## src/rtl/sa_frame_sequencer.sv

```systemverilog
// ============================================================================
// Module   : sa_frame_sequencer
// Brief    : Frame sequencer for the systolic array: weight load, vector
//            stream and in-flight result tracking for the m00 stream.
//            Optional statistics counters enabled by SA_SEQ_STATS_EN.
// Revision : 1.0
// ============================================================================
`default_nettype none

module sa_frame_sequencer #(
    parameter int LANES    = 4,
    parameter int W_BEATS  = 3,
    parameter int V_BEATS  = 12,
    parameter int PIPE_LAT = 8,
    parameter int CNT_W    = 8,
    localparam int WR_W    = (W_BEATS > 1) ? $clog2(W_BEATS) : 1
) (
    input  logic            s00_axis_aclk,
    input  logic            s00_axis_aresetn,
    input  logic            s_tvalid,
    input  logic            s_tlast,
    output logic            s_tready,
    output logic            w_we,
    output logic [WR_W-1:0] w_row,
    output logic            x_valid,
    output logic            array_ce,
    input  logic            m_tready,
    output logic            m_tvalid,
    output logic            m_tlast,
    output logic            busy,
    output logic            frame_done,
    output logic            err
`ifdef SA_SEQ_STATS_EN
    ,
    output logic [31:0]     frame_cnt,
    output logic [31:0]     stall_cnt,
    output logic [15:0]     err_cnt
`endif
);

    if (LANES < 1 || PIPE_LAT < 1 || (1 << CNT_W) <= ((W_BEATS > V_BEATS) ? W_BEATS : V_BEATS))
    begin : g_param_check
        $error("sa_frame_sequencer: illegal parameter combination");
    end

    typedef enum logic [2:0] {
        S_IDLE   = 3'd0,
        S_LOAD_W = 3'd1,
        S_STREAM = 3'd2,
        S_FLUSH  = 3'd3,
        S_DRAIN  = 3'd4
    } state_t;

    localparam logic [CNT_W-1:0] W_LAST = CNT_W'(W_BEATS - 1);
    localparam logic [CNT_W-1:0] V_LAST = CNT_W'(V_BEATS - 1);

    state_t              state_q, state_d;
    logic [CNT_W-1:0]    cnt_q, cnt_d;
    logic                err_q;
    logic [PIPE_LAT-1:0] vld_q, lst_q;
    logic                acc;
    logic                err_set;
    logic                x_last;

    assign m_tvalid = vld_q[PIPE_LAT-1];
    assign m_tlast  = lst_q[PIPE_LAT-1];
    assign array_ce = !(m_tvalid && !m_tready);
    assign acc      = s_tvalid && s_tready;
    assign busy     = (state_q != S_IDLE);
    assign err      = err_q;

    always_comb begin
        state_d    = state_q;
        cnt_d      = cnt_q;
        err_set    = 1'b0;
        s_tready   = array_ce;
        w_we       = 1'b0;
        w_row      = '0;
        x_valid    = 1'b0;
        x_last     = 1'b0;
        frame_done = 1'b0;
        case (state_q)
            S_IDLE: begin
                if (acc) begin
                    w_we = 1'b1;
                    if (s_tlast) begin
                        err_set = 1'b1;
                        cnt_d   = '0;
                        state_d = S_DRAIN;
                    end else if (W_BEATS == 1) begin
                        cnt_d   = '0;
                        state_d = S_STREAM;
                    end else begin
                        cnt_d   = CNT_W'(1);
                        state_d = S_LOAD_W;
                    end
                end
            end
            S_LOAD_W: begin
                if (acc) begin
                    w_we  = 1'b1;
                    w_row = cnt_q[WR_W-1:0];
                    cnt_d = cnt_q + 1'b1;
                    if (s_tlast) begin
                        err_set = 1'b1;
                        cnt_d   = '0;
                        state_d = S_DRAIN;
                    end else if (cnt_q == W_LAST) begin
                        cnt_d   = '0;
                        state_d = S_STREAM;
                    end
                end
            end
            S_STREAM: begin
                if (acc) begin
                    x_valid = 1'b1;
                    cnt_d   = cnt_q + 1'b1;
                    if (cnt_q == V_LAST) begin
                        x_last  = 1'b1;
                        cnt_d   = '0;
                        err_set = !s_tlast;
                        state_d = s_tlast ? S_DRAIN : S_FLUSH;
                    end else if (s_tlast) begin
                        // Truncated frame: this beat still goes to the array as the last one.
                        x_last  = 1'b1;
                        err_set = 1'b1;
                        cnt_d   = '0;
                        state_d = S_DRAIN;
                    end
                end
            end
            S_FLUSH: begin
                s_tready = 1'b1;
                if (acc && s_tlast) begin
                    state_d = S_DRAIN;
                end
            end
            S_DRAIN: begin
                s_tready = 1'b0;
                if (vld_q == '0) begin
                    frame_done = 1'b1;
                    state_d    = S_IDLE;
                end
            end
            default: state_d = S_IDLE;
        endcase
    end

    always_ff @(posedge s00_axis_aclk or negedge s00_axis_aresetn) begin
        if (!s00_axis_aresetn) begin
            state_q <= S_IDLE;
            cnt_q   <= '0;
            err_q   <= 1'b0;
            vld_q   <= '0;
            lst_q   <= '0;
        end else begin
            state_q <= state_d;
            cnt_q   <= cnt_d;
            err_q   <= err_q | err_set;
            if (array_ce) begin
                vld_q[0] <= x_valid;
                lst_q[0] <= x_last;
                for (int i = 1; i < PIPE_LAT; i++) begin
                    vld_q[i] <= vld_q[i-1];
                    lst_q[i] <= lst_q[i-1];
                end
            end
        end
    end

`ifdef SA_SEQ_STATS_EN
    logic [31:0] frame_cnt_q, stall_cnt_q;
    logic [15:0] err_cnt_q;

    always_ff @(posedge s00_axis_aclk or negedge s00_axis_aresetn) begin
        if (!s00_axis_aresetn) begin
            frame_cnt_q <= '0;
            stall_cnt_q <= '0;
            err_cnt_q   <= '0;
        end else begin
            if (frame_done) frame_cnt_q <= frame_cnt_q + 1'b1;
            if (!array_ce)  stall_cnt_q <= stall_cnt_q + 1'b1;
            if (err_set && (err_cnt_q != '1)) err_cnt_q <= err_cnt_q + 1'b1;
        end
    end

    assign frame_cnt = frame_cnt_q;
    assign stall_cnt = stall_cnt_q;
    assign err_cnt   = err_cnt_q;
`endif

endmodule

`default_nettype wire

```

## config.mk

```make
export PLATFORM = sky130hd
export DESIGN_NAME = sa_frame_sequencer
export DESIGN_NICKNAME = d
export VERILOG_FILES = /design/src/rtl/sa_frame_sequencer.sv
export SDC_FILE = /design/constraint.sdc
export NUM_CORES = 1
export LEC_CHECK = 0
export CAP_MARGIN = 20
export CORE_MARGIN = 10
export CORE_UTILIZATION = 60
export DETAILED_ROUTE_END_ITERATION = 6
export PLACE_DENSITY_LB_ADDON = 0.05
export SYNTH_ARGS = -nofsm -noshare
export SYNTH_HDL_FRONTEND = slang
export SYNTH_SLANG_ARGS = --single-unit
export TNS_END_PERCENT = 100
```

## constraint.sdc

```tcl
create_clock -name s00_axis_aclk -period 3.55 [get_ports s00_axis_aclk]
set_input_delay 0.71 -clock s00_axis_aclk [delete_from_list [all_inputs] [get_ports s00_axis_aclk]]
set_output_delay 0.71 -clock s00_axis_aclk [all_outputs]
set_load 0.05 [all_outputs]
```

==> flow_metrics.tcl, run 1 <==
set metrics [dict create \
    antenna_found_initial 0 \
    clkSinkCount 28 \
    ys_ff_latch 28 \
    setup_violations 0 \
    dr.pass1.iters 4 \
    numCtsBuffers 3 \
    drt_iter0_drc 110 \
    path_cells "inv_1 -> nor4_1 -> clkdlybuf4s50_1" \
    path_class "reg -> out" \
    critical_path.top_delay_family "buffers and inverters" \
    rsz0062_at_grt "no" \
    final_cell_mix "55 x nand2_1, 28 x dfrtp_1, 10 x nand3_1, 9 x clkdlybuf4s50_1, 9 x buf_4" \
    cts_setup_buffers 0 \
    drv_slew 0 \
    drt_wl_total_um 3210 \
    crit_required_ps 2840 \
    synth-main-ff-cell "dfrtp_1" \
    initial_core_util_pct 62.9 \
    vias 1296 \
    grt_max_degree 29 \
    clock_latency_ps 330 \
    start_kind "flop" \
    clockBufferDepth 2 \
    min_from "lst_q[4]$_DFFE_PN0N_" \
    r2r_end "state_q[1]$_DFFE_PN0P_" \
    hold-path-endpoint "lst_q[4]$_DFFE_PN0N_" \
    final.setup.tns_ps 0 \
    die_w_um 71.2 \
    timing.final.hold_violations 0 \
    crit_path_max_fanout 12 \
    layout.nets 201 \
    diodes 0 \
    grt_pass1_wl_um 5920 \
    p_leak_uw 0.000856 \
    syn-num-nets 188 \
    drc_errors 0 \
    ant_nets 0 \
    synthSimpleGateAreaFrac_pct 30.2 \
    hold_depth 2 \
    die_h_um 71.2 \
    fin_total_pwr_uw 1210 \
    tightest_slew_ps 589 \
    routabilityCongestion 0.865 \
    grt_use_total_pct 13.7 \
    synth_compound_area_share_pct 14.3 \
    synth_top_family_by_area "simple AND/OR/NAND/NOR gates" \
    r2r_slack_ps 1080 \
    syn_inst 178 \
    use_met2_pct 21.9 \
    core_um2 2500 \
    synth_xor_xnor_area_share_pct 0.557 \
    pin_count 16 \
    grt-busiest-layer "met2" \
    p_per_area_nw_per_um2 679 \
    fin_skew_ps 6.31 \
    grt_use_met3_pct 2.79 \
    maxSlewHeadroom_pct 60.7 \
    drive_above_1_share_pct 12.1 \
    ctsRootBufferMaster "clkbuf_4" \
    dieArea_um2 5070 \
    postCtsHoldBufs 0 \
    rows 18 \
    status "finished clean" \
    port_buffers 15 \
    dpl.hpwl_um 2330 \
    vdd_drop_max_mv 0.489 \
    avgRoutedWirePerCell_um 14.6 \
    grt_pass1_vias 1330 \
    seq_area_frac_synth_pct 44.6 \
    use_met1_pct 17.5 \
    htree_levels 1 \
    synthAdderAreaFrac_pct 3.98 \
    yosysWarningCount 0 \
    final_common_cell "nand2_1" \
    ys_types 41 \
    async_reset_ff_share_pct 100 \
    synth_edf_count 0 \
    end_kind "output pin" \
    drv_cap 0 \
    cp.arrival_ps 2320 \
    fmax_mhz 330 \
    synth.cell_area_um2 1570 \
    hold_path.class "reg -> reg" \
    syn2layout_area_growth_pct 13.0 \
    clk_pin_slew_ps 150 \
    finalCritPeriodShare_pct 85.4 \
    cpMaxStageDelayCell "clkdlybuf4s50_1" \
    syn_avg_cell_area_um2 8.84 \
    synth_mux_area_share_pct 1.43 \
    grt_overflow 0 \
    rr_startpoint "cnt_q[6]$_DFFE_PN0P_" \
    r2r_cells 7 \
    max_stage_delay_ps 850 \
    vias_per_cell 5.89 \
    period_needed_ps 3030 \
    critPathBufInv 2 \
    cts_tree "done" \
    cts_resized 0 \
]
[state kept, by name (all words and copies together) (netlist names)]
register,flops
vld_q,8
lst_q,8
state_q,3
cnt_q,8
err,1
[Yosys cell counts, types with 3 or more instances]
cell type / number / area [µm²]
nand3_1: 10 / 50.1
o2111ai_1: 3 / 26.3
dfrtp_1: 28 / 701
nor2_1: 4 / 15.0
or3_1: 3 / 18.8
nor4_1: 3 / 18.8
a21oi_1: 5 / 25.0
nand2_1: 55 / 206
o31ai_1: 3 / 22.5
ha_1: 5 / 62.6
inv_1: 8 / 30.0
o211ai_1: 3 / 22.5
or2_2: 3 / 18.8
o21ai_0: 3 / 15.0
nand2b_1: 3 / 18.8
clkbuf_1: 5 / 18.8
buf_2: 3 / 15.0
[layout make-up]
class,count,area (µm²)
Multi-Input combinational cell,132,798
Clock buffer,3,22.5
Fill cell,190,723
Inverter,8,30.0
Tap cell,30,37.5
Clock inverter,1,30.0
Timing Repair Buffer,18,158
Sequential cell,28,701
[cell families after synthesis]
group	after synthesis
DFF	28
and+or+nand+nor	95
muxes	2
xor gates and xnor gates	1
buffers and inverters	18
adders and majority gates	5
AOI/OAI and AO/OA	29
[worst register-to-register path: stages, from the launching register on]
cell       delay, ps
dfrtp_1          450
or4_4            570
nor2_1           210
nand3_1          170
ha_1             240
o2111ai_1        210
nand4_2          170
mux2_1           350
[metrics by stage]
stage	instance area (µm²)	util (%)	hold slack, ps	setup slack, ps	std cells
after floorplan	1580	-	414	331	178
final	1780	71.1	486	518	220
after global routing	1780	71.1	521	312	220
after CTS	1780	71.1	490	526	220
after global placement	1720	69.0	445	791	216
after detailed placement	1720	69.0	458	750	216
[worst max path at each step]
stage / end / depth (start not counted) / slack [ps] / from
after floorplan: w_row[0] / 7 / 330 / vld_q[7]$_DFFE_PN0N_
after global placement: x_valid / 6 / 790 / m_tready
after detailed placement: x_valid / 6 / 750 / m_tready
after CTS: frame_done / 3 / 530 / state_q[2]$_DFFE_PN0P_
after global routing: frame_done / 4 / 310 / vld_q[2]$_DFFE_PN0N_
final: frame_done / 3 / 520 / state_q[2]$_DFFE_PN0P_
[power by group]
group / internal, µW / switching, µW / total (µW) / leakage (µW)
Combinational: 190 / 333 / 524 / 0.000447
Clock: 114 / 95.1 / 209 / 0.0000279
Sequential: 370 / 104 / 474 / 0.000380
Total: 675 / 532 / 1210 / 0.000856
[routing by layer]
metal  share of wire, %  vias up
met2                 46       25
met4                1.4        0
met1                 48      618
li1                   -      646
met3                4.5        7
met5                  0        -
No activity file was read; power rests on OpenSTA's default activity.
==> inputs of run 2 (changes only) <==
--- a/config.mk
+++ b/config.mk
@@ -6,7 +6,7 @@
 export NUM_CORES = 1
 export LEC_CHECK = 0
 export CAP_MARGIN = 20
-export CORE_MARGIN = 10
+export CORE_MARGIN = 2
 export CORE_UTILIZATION = 60
 export DETAILED_ROUTE_END_ITERATION = 6
 export PLACE_DENSITY_LB_ADDON = 0.05
==> flow_metrics.tcl, run 2 (same netlist as run 1, synthesis figures left out) <==
set metrics [dict create \
    routabilityCongestion 0.813 \
    clockBufferDepth 2 \
    drt_iter0_drc 45 \
    grt_use_total_pct 22.1 \
    dr.pass1.iters 4 \
    vias_per_cell 5.96 \
    fillers 208 \
    dieArea_um2 3050 \
    largestRegisters "cnt_q: 8 flops, lst_q: 8 flops, vld_q: 8 flops" \
    status "finished clean" \
    max_stage_delay_ps 860 \
    clk_pin_slew_ps 160 \
    cts_setup_buffers 0 \
    drv_cap 0 \
    final.setup.tns_ps 0 \
    numCtsBuffers 3 \
    grt_max_degree 29 \
    start_kind "flop" \
    placed_cells 217 \
    pin_count 16 \
    clkSinkCount 28 \
    p_leak_uw 0.000860 \
    postCtsHoldBufs 0 \
    min_from "lst_q[6]$_DFFE_PN0N_" \
    diodes 0 \
    drt_wl_total_um 3290 \
    core_um2 2480 \
    stdcell_count 221 \
    drive_above_1_share_pct 12.6 \
    rsz0062_at_grt "no" \
    crit_start "state_q[2]$_DFFE_PN0P_" \
    cpMaxStageDelayCell "clkdlybuf4s50_1" \
    rows 18 \
    die_w_um 55.2 \
    htree_levels 1 \
    avgRoutedWirePerCell_um 14.9 \
    tightest_slew_ps 578 \
    finish.utilization_pct 72.0 \
    maxSlewHeadroom_pct 61.5 \
    cts_resized 0 \
    dpl.hpwl_um 2310 \
    fmax_mhz 327 \
    ant_nets 0 \
    setup_violations 0 \
    cp.arrival_ps 2350 \
    cts_tree "done" \
    grt_overflow 0 \
    place_area_um2 1730 \
    layout.nets 202 \
    period_needed_ps 3060 \
    clock_latency_ps 340 \
    vias 1318 \
    die_h_um 55.2 \
    rr_startpoint "cnt_q[6]$_DFFE_PN0P_" \
    end_kind "output pin" \
    path_cells "inv_1 -> nor4_1 -> clkdlybuf4s50_1" \
    final_common_cell "nand2_1" \
    ctsRootBufferMaster "clkbuf_4" \
    syn2layout_area_growth_pct 13.4 \
    finalCritPeriodShare_pct 86.2 \
    drv_slew 0 \
    p_per_area_nw_per_um2 682 \
    crit_required_ps 2840 \
    port_buffers 15 \
    design_area_um2 1780 \
    path_class "reg -> out" \
    fin_total_pwr_uw 1220 \
    timing.final.hold_violations 0 \
    drc_errors 0 \
    initial_core_util_pct 63.5 \
    grt_pass1_vias 1250 \
    fin_skew_ps 9.45 \
    antenna_found_initial 0 \
    final_cell_mix "55 x nand2_1, 28 x dfrtp_1, 10 x nand3_1, 10 x buf_4, 9 x clkdlybuf4s50_1" \
    hold_path.class "reg -> reg" \
    vdd_drop_max_mv 0.629 \
    crit_path_max_fanout 12 \
    grt_pass1_wl_um 5600 \
]
run 2: routing by layer:
metal  GRT usage, %  up-vias  wire length, µm
li1               -      643                -
met1           31.2      634             1530
met2           35.4       37             1630
met3           2.81        4              121
met4           7.67        0               21
met5              0        -                0
run 2: final cells by class:
class                           count  area, µm²  share of cell area (%)
Multi-Input combinational cell    132        798                    44.7
Sequential cell                    28        701                    39.3
Timing Repair Buffer               19        165                    9.26
Tap cell                           30       37.5                    2.10
Clock inverter                      1       30.0                    1.68
Inverter                            8       30.0                    1.68
Clock buffer                        3       22.5                    1.26
run 2: stage by stage:
step,setup slack [ps],hold WS [ps]
6_report,488,489
5_1_grt,340,524
4_1_cts,471,492
3_5_place_dp,813,456
3_3_place_gp,850,441
2_1_floorplan,331,414
run 2: path summary, 6_finish.rpt:
check,endpoint,cells after the start,slack [ps]
min in group asynchronous,vld_q[3]$_DFFE_PN0N_,2,730
hold / removal,lst_q[6]$_DFFE_PN0N_,2,490
setup reg to reg,state_q[1]$_DFFE_PN0P_,7,1070
hold reg to reg,lst_q[6]$_DFFE_PN0N_,2,490
setup / recovery,frame_done,3,490
max in group asynchronous,cnt_q[0]$_DFFE_PN0P_,2,2550
run 2: where the power goes:
group	internal (µW)	switching [µW]	leakage, µW
registers	370	102	0.000380
clock network	114	100	0.0000279
logic	196	336	0.000452
run 2: critical path, delay by kind of cell, from the launching register on:
kind	cells	cell delay [ps]
buf+inv	2	1030
flops	1	650
simple gates	1	340
